<file path="config.mk">
export PLATFORM = sky130hd
export DESIGN_NAME = branch_ctrl
export DESIGN_NICKNAME = d
export VERILOG_FILES = /design/src/rtl/branch_ctrl.sv
export SDC_FILE = /design/constraint.sdc
export NUM_CORES = 1
export LEC_CHECK = 0
export CORE_AREA = 5 5 121 123
export CTS_CLUSTER_DIAMETER = 50
export DETAILED_ROUTE_END_ITERATION = 8
export DIE_AREA = 0 0 126 128
export GPL_TIMING_DRIVEN = 1
export PLACE_DENSITY_LB_ADDON = 0.3
export SYNTH_ARGS = -nofsm -noshare
export SYNTH_HDL_FRONTEND = slang
export SYNTH_SLANG_ARGS = --single-unit
</file>
<file path="constraint.sdc">
create_clock -name clock -period 2.4 [get_ports clock]
set_input_delay 0.36 -clock clock [delete_from_list [all_inputs] [get_ports clock]]
set_output_delay 0.36 -clock clock [all_outputs]
set_load 0.01 [all_outputs]
</file>
<file path="src/rtl/branch_ctrl.sv">
// Program sequencer / branch control for the fetch unit: IDLE/RUN/DONE handshake,
// 16-entry target LUT, jump/branch decode. BRANCH_CTRL_CYCLE_CNT_EN builds the cycle counter.
module branch_ctrl #(
  parameter int LUT_DEPTH = 16,
  parameter int CNT_W     = 16
) (
  input  logic             clock,
  input  logic             Reset,
  input  logic             Go,
  input  logic [8:0]       Instr,
  input  logic             LutWe,
  input  logic [3:0]       LutAddr,
  input  logic [9:0]       LutData,
  output logic             Start,
  output logic             Jump,
  output logic             BOE,
  output logic [9:0]       Target,
  output logic             Done,
  output logic [CNT_W-1:0] CycleCount
);

  typedef enum logic [1:0] {IDLE = 2'd0, RUN = 2'd1, DONE = 2'd2} state_t;

  localparam logic [3:0] OP_JMP  = 4'b1110;
  localparam logic [3:0] OP_BOE  = 4'b1101;
  localparam logic [3:0] OP_HALT = 4'b1111;

  state_t     state, state_nxt;
  logic [9:0] lut [LUT_DEPTH];
  logic [3:0] opcode;
  logic       unused_bits;

  assign opcode      = Instr[8:5];
  assign unused_bits = Instr[4];

  always_ff @(posedge clock) begin
    if (Reset) state <= IDLE;
    else       state <= state_nxt;
  end

  always_comb begin
    state_nxt = state;
    Start     = 1'b1;
    Done      = 1'b0;
    Jump      = 1'b0;
    BOE       = 1'b0;
    Target    = '0;
    case (state)
      IDLE: if (Go) state_nxt = RUN;
      RUN: begin
        Start = 1'b0;
        case (opcode)
          OP_JMP: begin
            Jump   = 1'b1;
            Target = lut[Instr[3:0]];
          end
          OP_BOE: begin
            BOE    = 1'b1;
            Target = lut[Instr[3:0]];
          end
          OP_HALT: state_nxt = DONE;
          default: ;
        endcase
      end
      DONE: begin
        Done = 1'b1;
        if (!Go) state_nxt = IDLE;
      end
      default: state_nxt = IDLE;
    endcase
  end

  // LUT is frozen while a program runs; reads see the pre-edge value
  always_ff @(posedge clock) begin
    if (Reset) begin
      for (int i = 0; i < LUT_DEPTH; i++) lut[i] <= '0;
    end else if (LutWe && state != RUN) begin
      lut[LutAddr] <= LutData;
    end
  end

`ifdef BRANCH_CTRL_CYCLE_CNT_EN
  localparam logic [CNT_W-1:0] CNT_ONE = 1;
  logic [CNT_W-1:0] cnt;

  // Saturating count of RUN cycles, restarted on IDLE->RUN
  always_ff @(posedge clock) begin
    if (Reset)                      cnt <= '0;
    else if (state == IDLE && Go)   cnt <= '0;
    else if (state == RUN && ~&cnt) cnt <= cnt + CNT_ONE;
  end

  assign CycleCount = cnt;
`else
  assign CycleCount = '0;
`endif

endmodule

</file>
Yosys cells after proc, flatten, opt, wreduce, memory -nomap -nowiden
Memory sizes are Yosys's and may differ from the RTL's.
Cells that the tools add are included.

storage, ports and cells
  memories kept = 1
  bits in latches = 0
  memory bits (read-only) = 0
  bits in writable memories = 160
  register bits after elaboration = 2

memory list
  memory  depth  bits a word  rd ports  clocked after memory_dff  wr ports  RTL line  RTL
  lut     16     10           1         0                         16        29        logic [9:0] lut [LUT_DEPTH];

cells by class
  div/mod/pow operators = 0
  bitwise gates (word level) = 0
  equality and inequality tests = 9
  multiply operators = 0
  mux-type cells = 20
  magnitude comparators = 0
  reduce and logical (&&, ||, !) cells = 5
  add/subtract/negate cells = 0
  shift-type cells = 0

operators with widths
  cell                                                                      count
  10-bit two-way mux                                                        3
  4-bit equality test (second input constant)                               3
  1-bit two-way mux                                                         12
  10-bit OR reduction                                                       1
  2-bit two-way mux                                                         3
  2-bit inequality test (second input constant)                             3
  2-bit one-hot mux with 3 select lines                                     1
  4-bit two-way mux                                                         1
  3-bit AND reduction                                                       1
  2-bit by 1-bit equality test with 1-bit output (second input constant)    1
  2-bit equality test (second input constant)                               1
  2-bit zero test                                                           1
  2-bit by 1-bit inequality test with 1-bit output (second input constant)  1
  2-bit OR reduction                                                        1
  1-bit logical AND                                                         1

Longest topological paths before layout
Gate-level depths: netlist of run 1.

  depth after elaboration = 7
  gate-level depth with buffers = 5
  depth with buffers taken out = 4

Worst setup path after synthesis of run 1
OpenSTA, ideal clock, no wires.

  kind = in2out
  start = input port Instr[1]
  end = output port Target[1]
  stages on the path = 4
  setup slack = 0.426 ns
  arrival time = 1.614 ns
  data required time = 2.040 ns
  path through = buf_6 > mux4_1 > mux2_2 > a221o_1

between the ends
  longest elaborated chain between the ends = 3

ends and longest elaborated chain
  element                  RTL line  RTL
  start, declared          10        input logic [8:0] Instr,
  memory read 16 x 10 bit  -
  10-bit two-way mux       -
  10-bit two-way mux       48        case (state)
  end, declared            17        output logic [9:0] Target,

Every way passes these cells.

Final worst setup path of run 1
  start = memory lut[2][4]
  end = output port Target[4]

between the ends
  longest elaborated chain between the ends = 3

ends and longest elaborated chain
  element                  RTL line
  start, declared          29
  memory read 16 x 10 bit  -
  10-bit two-way mux       -
  10-bit two-way mux       48

Every way passes these cells.

==> out/results.txt, run 1 <==
Flop pwr share -> 0.484
Worst VDD drop -> 0.000386 V
Worst Setup Path Type -> reg -> out
sequential share of the synthesized area -> 0.629
TritonCTS clock tree -> yes
Die X -> 126 microns
top area cells in the synthesized netlist -> edfxtp_1, and2_1, mux4_2
final hold violation count -> 0
Final Cycle Share -> 1.02
Synth area leader -> edfxtp_1
H-tree Lvls -> 4
area fraction of the dominant cell type after synthesis -> 0.624
minimum clock period -> 2450 ps
final WL -> 17.8 mm
maximum fanout along the worst path -> 1
Die H -> 128 microns
core area -> 0.0136 sq mm
post-synth cell types -> 30
Clock power frac -> 0.443
initial drt markers -> 407
placed insts -> 720
post-synth design cell area -> 0.00770 sq mm
Worst EP required -> 2040 ps
CTS buffer count -> 17
Seq cells post-synth -> 162
post-layout util -> 0.665
largest net degree at the start of global routing -> 21
DP HPWL -> 11.7 mm
failing checks -> negative setup slack
io pins -> 57
most frequent cell after synthesis -> and2_1
first-pass GRT wire length -> 27.2 mm
YS warnings -> 0
min-delay worst type -> reg -> reg
count of final setup violators -> 8
Max-cap violations -> 0
DR DRC count -> 0
via/cell ratio -> 5.85
Filler cells -> 1007
status -> finished, violations left
Syn Inst Count -> 505
unrepaired setup endpoints after global routing -> yes
clock slew at reported path FFs -> 70 ps
Rel. slew slack -> 0.538
Worst EP arrival -> 2090 ps
Post-synth EDFFs -> 160
Antenna Cells -> 0
port bufs -> 39
antenna violations before repair -> 0
Gate power share -> 0.073
Worst setup EP type -> primary output
Leak -> 3.40 nW
Fmax achieved -> 0.407 GHz
Nets -> 588
critical path startpoint category -> flop
switching pwr -> 0.00144 W
slack of the critical path -> -55.0 ps
vias in the first global route -> 4568
clock sink total -> 162
Final Total Pwr -> 0.00674 W
Fin Hold WS -> 563 ps
# rows -> 43
DRT Pass-1 Iters -> 5
Primary FF master, synth -> edfxtp_1
Initial Utilization -> 0.568
FF+latch area -> 0.00484 sq mm
Global Route Usage Sum -> 0.232
sw frac -> 0.213
Worst-Margin Slew -> 691 ps
Cell Count, Final, Fillers Out -> 754
Post-DRT Antenna Nets -> 0
Slew Viols, Final -> 0
Syn-to-layout area delta -> 17.1%
CTS max path bufs -> 2
gr ovfl total -> 0
Die ar. -> 0.0161 sq mm
routability cong. -> 0.842
Avg Inst Size Synth -> 15.2 sq um
Internal -> 0.00531 W
asr flop ratio synth -> 0
layout cell share with drive strength beyond 1 -> 0.258
area of the multi-input gates -> 0.00262 sq mm
root buffer cell -> clkbuf_16
pwr/cell area -> 748 mW/mm^2
skew final -> 6.71 ps
wire length per cell -> 23.5 microns
top post-synthesis cells by count -> and2_1, edfxtp_1, clkbuf_1
Worst-Skew Late Latency -> 430 ps
vias -> 4412
## layout by cell type (no fill, tap or decap), types with 2 or more instances in the layout
master,n
buf_4,30
or2_2,16
conb_1,16
mux2_4,10
a221o_1,10
nor2b_1,7
clkdlybuf4s50_1,26
clkbuf_16,17
nor2_1,16
bufinv_16,5
buf_6,2
buf_2,12
mux4_2,40
nand2b_1,3
nand2_1,3
clkinvlp_4,4
inv_6,2
clkinv_4,2
nor3_1,5
dfxtp_1,2
buf_12,3
and2_1,165
and3b_1,2
edfxtp_1,160
nand4b_1,3
## flip-flops by register name, indices dropped and copies added (netlist names)
| register | flops |
|---|---|
| lut | 160 |
| state | 2 |
## metal layers
layer | vias up | global-route usage | wire length [microns]
met1 | 2244 | 0.307 | 7090
met3 | 25 | 0.0525 | 1280
met2 | 210 | 0.382 | 8950
met4 | 0 | 0.0826 | 424
li1 | 1933 | - | -
met5 | - | 0 | 0
## final cells by class
| cell class | instances | area share |
|---|---|---|
| repair buffers | 75 | 0.0737 |
| multi-input cells | 305 | 0.291 |
| well taps | 180 | 0.0250 |
| flip-flops and latches | 162 | 0.537 |
| clock buffers | 17 | 0.0472 |
| clock inverters | 15 | 0.0257 |
## per-stage QoR
stage	setup WS, ps	cell area, sq um	TNS, ps
finish	-55.0	9010	-244
global route	-97.2	9010	-607
CTS	-72.8	9010	-301
detailed placement	-543	8370	-5100
global placement	-568	8370	-5150
floorplan	426	7750	0
## power by group through the flow
| stage | clock [W] | combinational (W) | sequential [W] |
|---|---|---|---|
| 6_report | 0.00299 | 0.000493 | 0.00326 |
| 5_1_grt | 0.00315 | 0.000522 | 0.00327 |
| 4_1_cts | 0.00302 | 0.000490 | 0.00326 |
| 3_5_place_dp | 0 | 0.000463 | 0.00332 |
| 3_3_place_gp | 0 | 0.000453 | 0.00331 |
| 2_1_floorplan | 0 | 0.000286 | 0.00330 |
## worst max-delay path, stage by stage (launching register included)
cell and delay (ps):
edfxtp_1 430, mux4_2 500, mux2_4 300, a221o_1 300, buf_2 140
## final timing paths
check / startpoint / slack (ps) / depth (start not counted) / endpoint
worst max-delay path: lut[2][4]$_SDFFCE_PN0P_ / -50 / 4 / Target[4]
worst max register to register: state[1]$_SDFFE_PP0P_ / 320 / 5 / lut[1][8]$_SDFFCE_PN0P_
worst min register to register: state[1]$_SDFFE_PP0P_ / 560 / 2 / state[0]$_SDFFE_PP0P_
worst min-delay path: state[1]$_SDFFE_PP0P_ / 560 / 2 / state[0]$_SDFFE_PP0P_
## cell families after synthesis
kind of cell	count (synthesis)	share of synthesized area
AO/OA/AOI/OAI	11	0.0137
multiplexers	50	0.138
other	1	0.000487
flip-flops	162	0.629
XOR/XNOR	1	0.00114
buffers and inverters	53	0.0371
AND/OR/NAND/NOR	227	0.181
## timing repair
| action | 4_1_cts | 5_1_grt |
|---|---|---|
| pin swaps | 2 | 1 |
| gates resized for setup | 66 | 2 |
| hold buffers | 0 | 0 |
| setup buffers | 1 | 0 |
| cloned | 1 | 0 |
| endpoints found under the setup margin | 10 | 10 |
Power figures use the tool's default switching activity.
==> inputs of run 2 (changes only) <==
SKIP_LAST_GASP = 1   (was default)
==> results of run 2 <==
Final layout, timing and power as in run 1 (identical DEF).
==> variant 1 (settings of run 1) <==
Encoding of `state_t`: now one-hot (3 bits for 3 states).
--- a/src/rtl/branch_ctrl.sv
+++ b/src/rtl/branch_ctrl.sv
@@ -19,7 +19,7 @@
   output logic [CNT_W-1:0] CycleCount
 );
 
-  typedef enum logic [1:0] {IDLE = 2'd0, RUN = 2'd1, DONE = 2'd2} state_t;
+  typedef enum logic [2:0] {IDLE = 3'b001, RUN = 3'b010, DONE = 3'b100} state_t;
 
   localparam logic [3:0] OP_JMP  = 4'b1110;
   localparam logic [3:0] OP_BOE  = 4'b1101;
Function: no difference found for any inputs over 4 cycles, from zero or initial values and one cycle with Reset high; so few cycles prove little.
==> variant 1 against run 1 <==
The flow still finishes with violations (setup timing); power down 3.7%; final area grew 1.6%; critical path depth up 4; synthesized area grew 0.18%; register-to-register slack improved by 0.15 ns; sequential cell count grew 1; setup slack improved by 0.052 ns; first-iteration DRC count increased by 77%; cell count increased by 4.5%; routed wire length is 7.8% higher; count of clock-buffer cells in the layout up 9; clock skew is essentially flat.
==> variant 1: results (changes against run 1) <==
[setup_path]
r2r_setup_slack_ns=0.47  ; +0.15 ns
cpMaxStageDelayCell=mux4_2
worstPathArrival_ns=2.04  ; -0.05 ns
worstPathMaxFanout=9  ; +8

[timing]
final.setup_skew_ns=0.00662  ; -0.0000908 ns
hold_slack_ns=0.589  ; +0.0257 ns
relSlewSlack=0.521  ; -0.0172
setup_tns_ns=-0.00341  ; +0.241 ns
setup_ws_ns=-0.00341  ; +0.0516 ns
setup_viol=1  ; -7

[layout]
nFillCells=949  ; -5.8%
top_regs=lut (160), state (3)
layout-drive-gt1-share=0.266  ; +0.00861
nets=622  ; +5.8%

[synthesis]
synth_compound_area_frac=0.0278  ; +0.0141
synthFlopType=edfxtp_1
synth.area.top_cells=edfxtp_1, mux4_2, nor3_1
ys_types=32  ; +6.7%
yosysSeqAreaShare=0.631  ; +0.00147
synth_xor_area_frac=0.00114  ; -0.00000203
synth_commonest_cells=edfxtp_1, nor3_1, mux4_2
synthMuxAreaShare=0.143  ; +0.00527
syn-instance-count=530  ; +5.0%

[routing]
avgViaCountPerCell=6.42  ; +9.8%
vias=5062  ; +15%
wl_um=19100  ; +7.8%
first_pass_iters=7  ; +2
dr.first_iter.drc_count=722  ; +77%

[status]
status=finished, violations left
violations=setup timing

[placement]
placed_area_um2=8470  ; +1.3%
pre_cts_ws_ns=-0.221  ; +0.321 ns
gp_congestion=0.788  ; -6.4%
hpwl_um=12200  ; +4.8%
dp.cells=746  ; +3.6%

[global_route]
grt_max_degree=30  ; +43%
grt_usage=0.247  ; +0.0148
grt_first_pass_wirelength_um=29700  ; +9.4%

[clocking]
cts_root_buf=clkbuf_16
h-tree-depth=4  ; unchanged

[power_and_ir_drop]
vdd_drop_max_uv=571  ; +48%
p_leak_nw=3.11  ; -8.4%

## variant 1: changes by cell type in the layout (fill, tap and decap cells not counted), sizes merged, moves of 16 or more
cell / change
nor3: +155
o21bai: +17
mux2i: +20
nor2: -16
and2: -164
buf: +21
## variant 1: critical path, delay by kind of cell
family	cells	cell delay [ns]
AO/OA/AOI/OAI	1	0.14
multiplexers	2	0.73
buffers and inverters	5	0.80
## variant 1: logic make-up (layout without fill, tap and decap cells)
family | count (synthesis) | count (layout)
simple gates | 189 | 189
flops | 163 | 163
compound gates | 30 | 30
xor+xnor | 1 | 1
other cells | 1 | 16
mux | 60 | 60
buf+inv | 86 | 149
## variant 1: cell type report
class / count / share of cell area
clock buffers: 26 / 0.0545
multi-input cells: 296 / 0.273
well taps: 180 / 0.0246
repair buffers: 106 / 0.105
clock inverters: 6 / 0.00629
flip-flops and latches: 163 / 0.532
inverters: 11 / 0.00451
## variant 1: final timing paths
path / startpoint / endpoint / cells past startpoint
setup / recovery: Instr[1] / Target[9] / 8
hold / removal: state[2] / state[1] / 1
setup reg to reg: state[2] / lut[3][8] / 6
hold reg to reg: state[2] / state[1] / 1
## variant 1: timing repair
action                                  4_1_cts  5_1_grt
endpoints found under the setup margin       12        3
gates resized for setup                      22        4
hold buffers                                  0        0
pin swaps                                     0        0
cloned                                        0        0
buffers inserted                              4        6
## variant 1: power by group
part | switching, mW | internal, mW | leakage [nW]
clock network | 1.03 | 1.53 | 0.274
logic | 0.373 | 0.275 | 1.19
registers | 0.0410 | 3.25 | 1.65
## variant 1: layer usage
layer  GRT usage  part of all wire  up-vias
met1       0.316              0.37     2531
met3      0.0704              0.10       38
li1            -                 -     2182
met4      0.0877             0.022        0
met2       0.408              0.51      311
met5           0                 0        -
==> variant 2 (flow settings as in run 1) <==
Made on the original files. Set the parameter `CNT_W` to 24 (it was 16).
--- a/src/rtl/branch_ctrl.sv
+++ b/src/rtl/branch_ctrl.sv
@@ -2,7 +2,7 @@
 // 16-entry target LUT, jump/branch decode. BRANCH_CTRL_CYCLE_CNT_EN builds the cycle counter.
 module branch_ctrl #(
   parameter int LUT_DEPTH = 16,
-  parameter int CNT_W     = 16
+  parameter int CNT_W     = 24
 ) (
   input  logic             clock,
   input  logic             Reset,
Interface: changed (resized CycleCount); port bits go from 57 to 65. The function was not compared with the original's and may differ.
==> variant 2 against run 1 <==
Register-to-register slack improved by 0.08 ns; setup slack got worse by 0.00089 ns; final area increased by 0.39%; core utilization increased by 0.26 points; first-iteration DRC count increased by 57%; sequential cell count unchanged; synthesized area increased by 0.78%; hold slack got worse by 0.083 ns; power decreased by 2.0%; critical endpoint is now Target[2]; critical path type unchanged; sequential share of layout area decreased by 0.21 points; the flow still finishes with violations (setup timing); routed wire length decreased by 0.27%.
==> variant 2: results (changes against run 1) <==
[global_route]
use_met3=0.0596  ; +0.00708
grt_pass1_vias=4470  ; -2.1%
grt_max_degree=19  ; -9.5%
grt_use_met2=0.365  ; -0.0166
grt_first_pass_wirelength_um=26600  ; -2.1%
grt_usage=0.227  ; -0.00491

[timing]
setup_viol=8  ; unchanged
setup_ws_ns=-0.0559  ; -0.000894 ns
final.setup_skew_ns=0.00894  ; +0.00223 ns

[synthesis]
synth.area.top_cells=edfxtp_1, and2_1, mux4_2
syn_area_per_cell_um2=15.1  ; -0.79%
yosysSeqAreaShare=0.625  ; -0.00487
synth_compound_area_frac=0.0136  ; -0.000106
synth_xor_area_frac=0.00113  ; -0.00000881

[routing]
wl_um=17700  ; -0.27%
wl_met3_um=1610  ; +25%
drt-met1-wl_um=7120  ; +0.37%
wl_per_cell_um=23.1  ; -2.1%
dr.first_iter.drc_count=641  ; +57%
avgViaCountPerCell=5.70  ; -2.7%

[setup_path]
startpoint=lut[0][2]
r2r_setup_slack_ns=0.40  ; +0.08 ns

[placement]
dp.cells=736  ; +2.2%

[status]
status=finished, violations left
violations=setup timing

[worst_hold_path]
holdCritStartpoint=Instr[5]
hp-class=input port to register

[layout]
layout-drive-gt1-share=0.253  ; -0.00444
nFillCells=962  ; -4.5%
nets=603  ; +2.6%

[power_and_ir_drop]
p_leak_nw=3.46  ; +1.8%
powerDensity_nw_per_um2=731  ; -2.3%

[clocking]
cts_setup_buffers=0  ; -1

-- variant 2: cell types whose count changed after synthesis, sizes merged --
cell / delta
buf: +8
-- variant 2: cell type report --
cell class	instances	area share
well taps	180	0.0249
clock inverters	13	0.0212
flip-flops and latches	162	0.535
clock buffers	18	0.0474
repair buffers	82	0.0774
multi-input cells	313	0.294
-- variant 2: final timing paths --
check / cells after the start / endpoint
worst max-delay path: 4 / Target[2]
worst min-delay path: 5 / state[0]
worst max register to register: 5 / lut[1][1]
worst min register to register: 2 / state[0]
-- variant 2: report_power, final --
part           total, mW  switching [mW]  internal [mW]
clock               2.86            1.03           1.82
combinational      0.492           0.267          0.225
sequential          3.26          0.0398           3.22
-- variant 2: what timing repair did --
action                                  CTS  global route
hold buffers                              0             0
cloned                                    1             0
gates resized for setup                  66             4
endpoints found under the setup margin   10            10
pin swaps                                 1             0
-- variant 2: critical path, cell delays in order, from the launching register on --
cell and delay [ns]:
edfxtp_1 0.41, mux4_2 0.48, mux2_4 0.30, a221o_1 0.33, buf_2 0.15
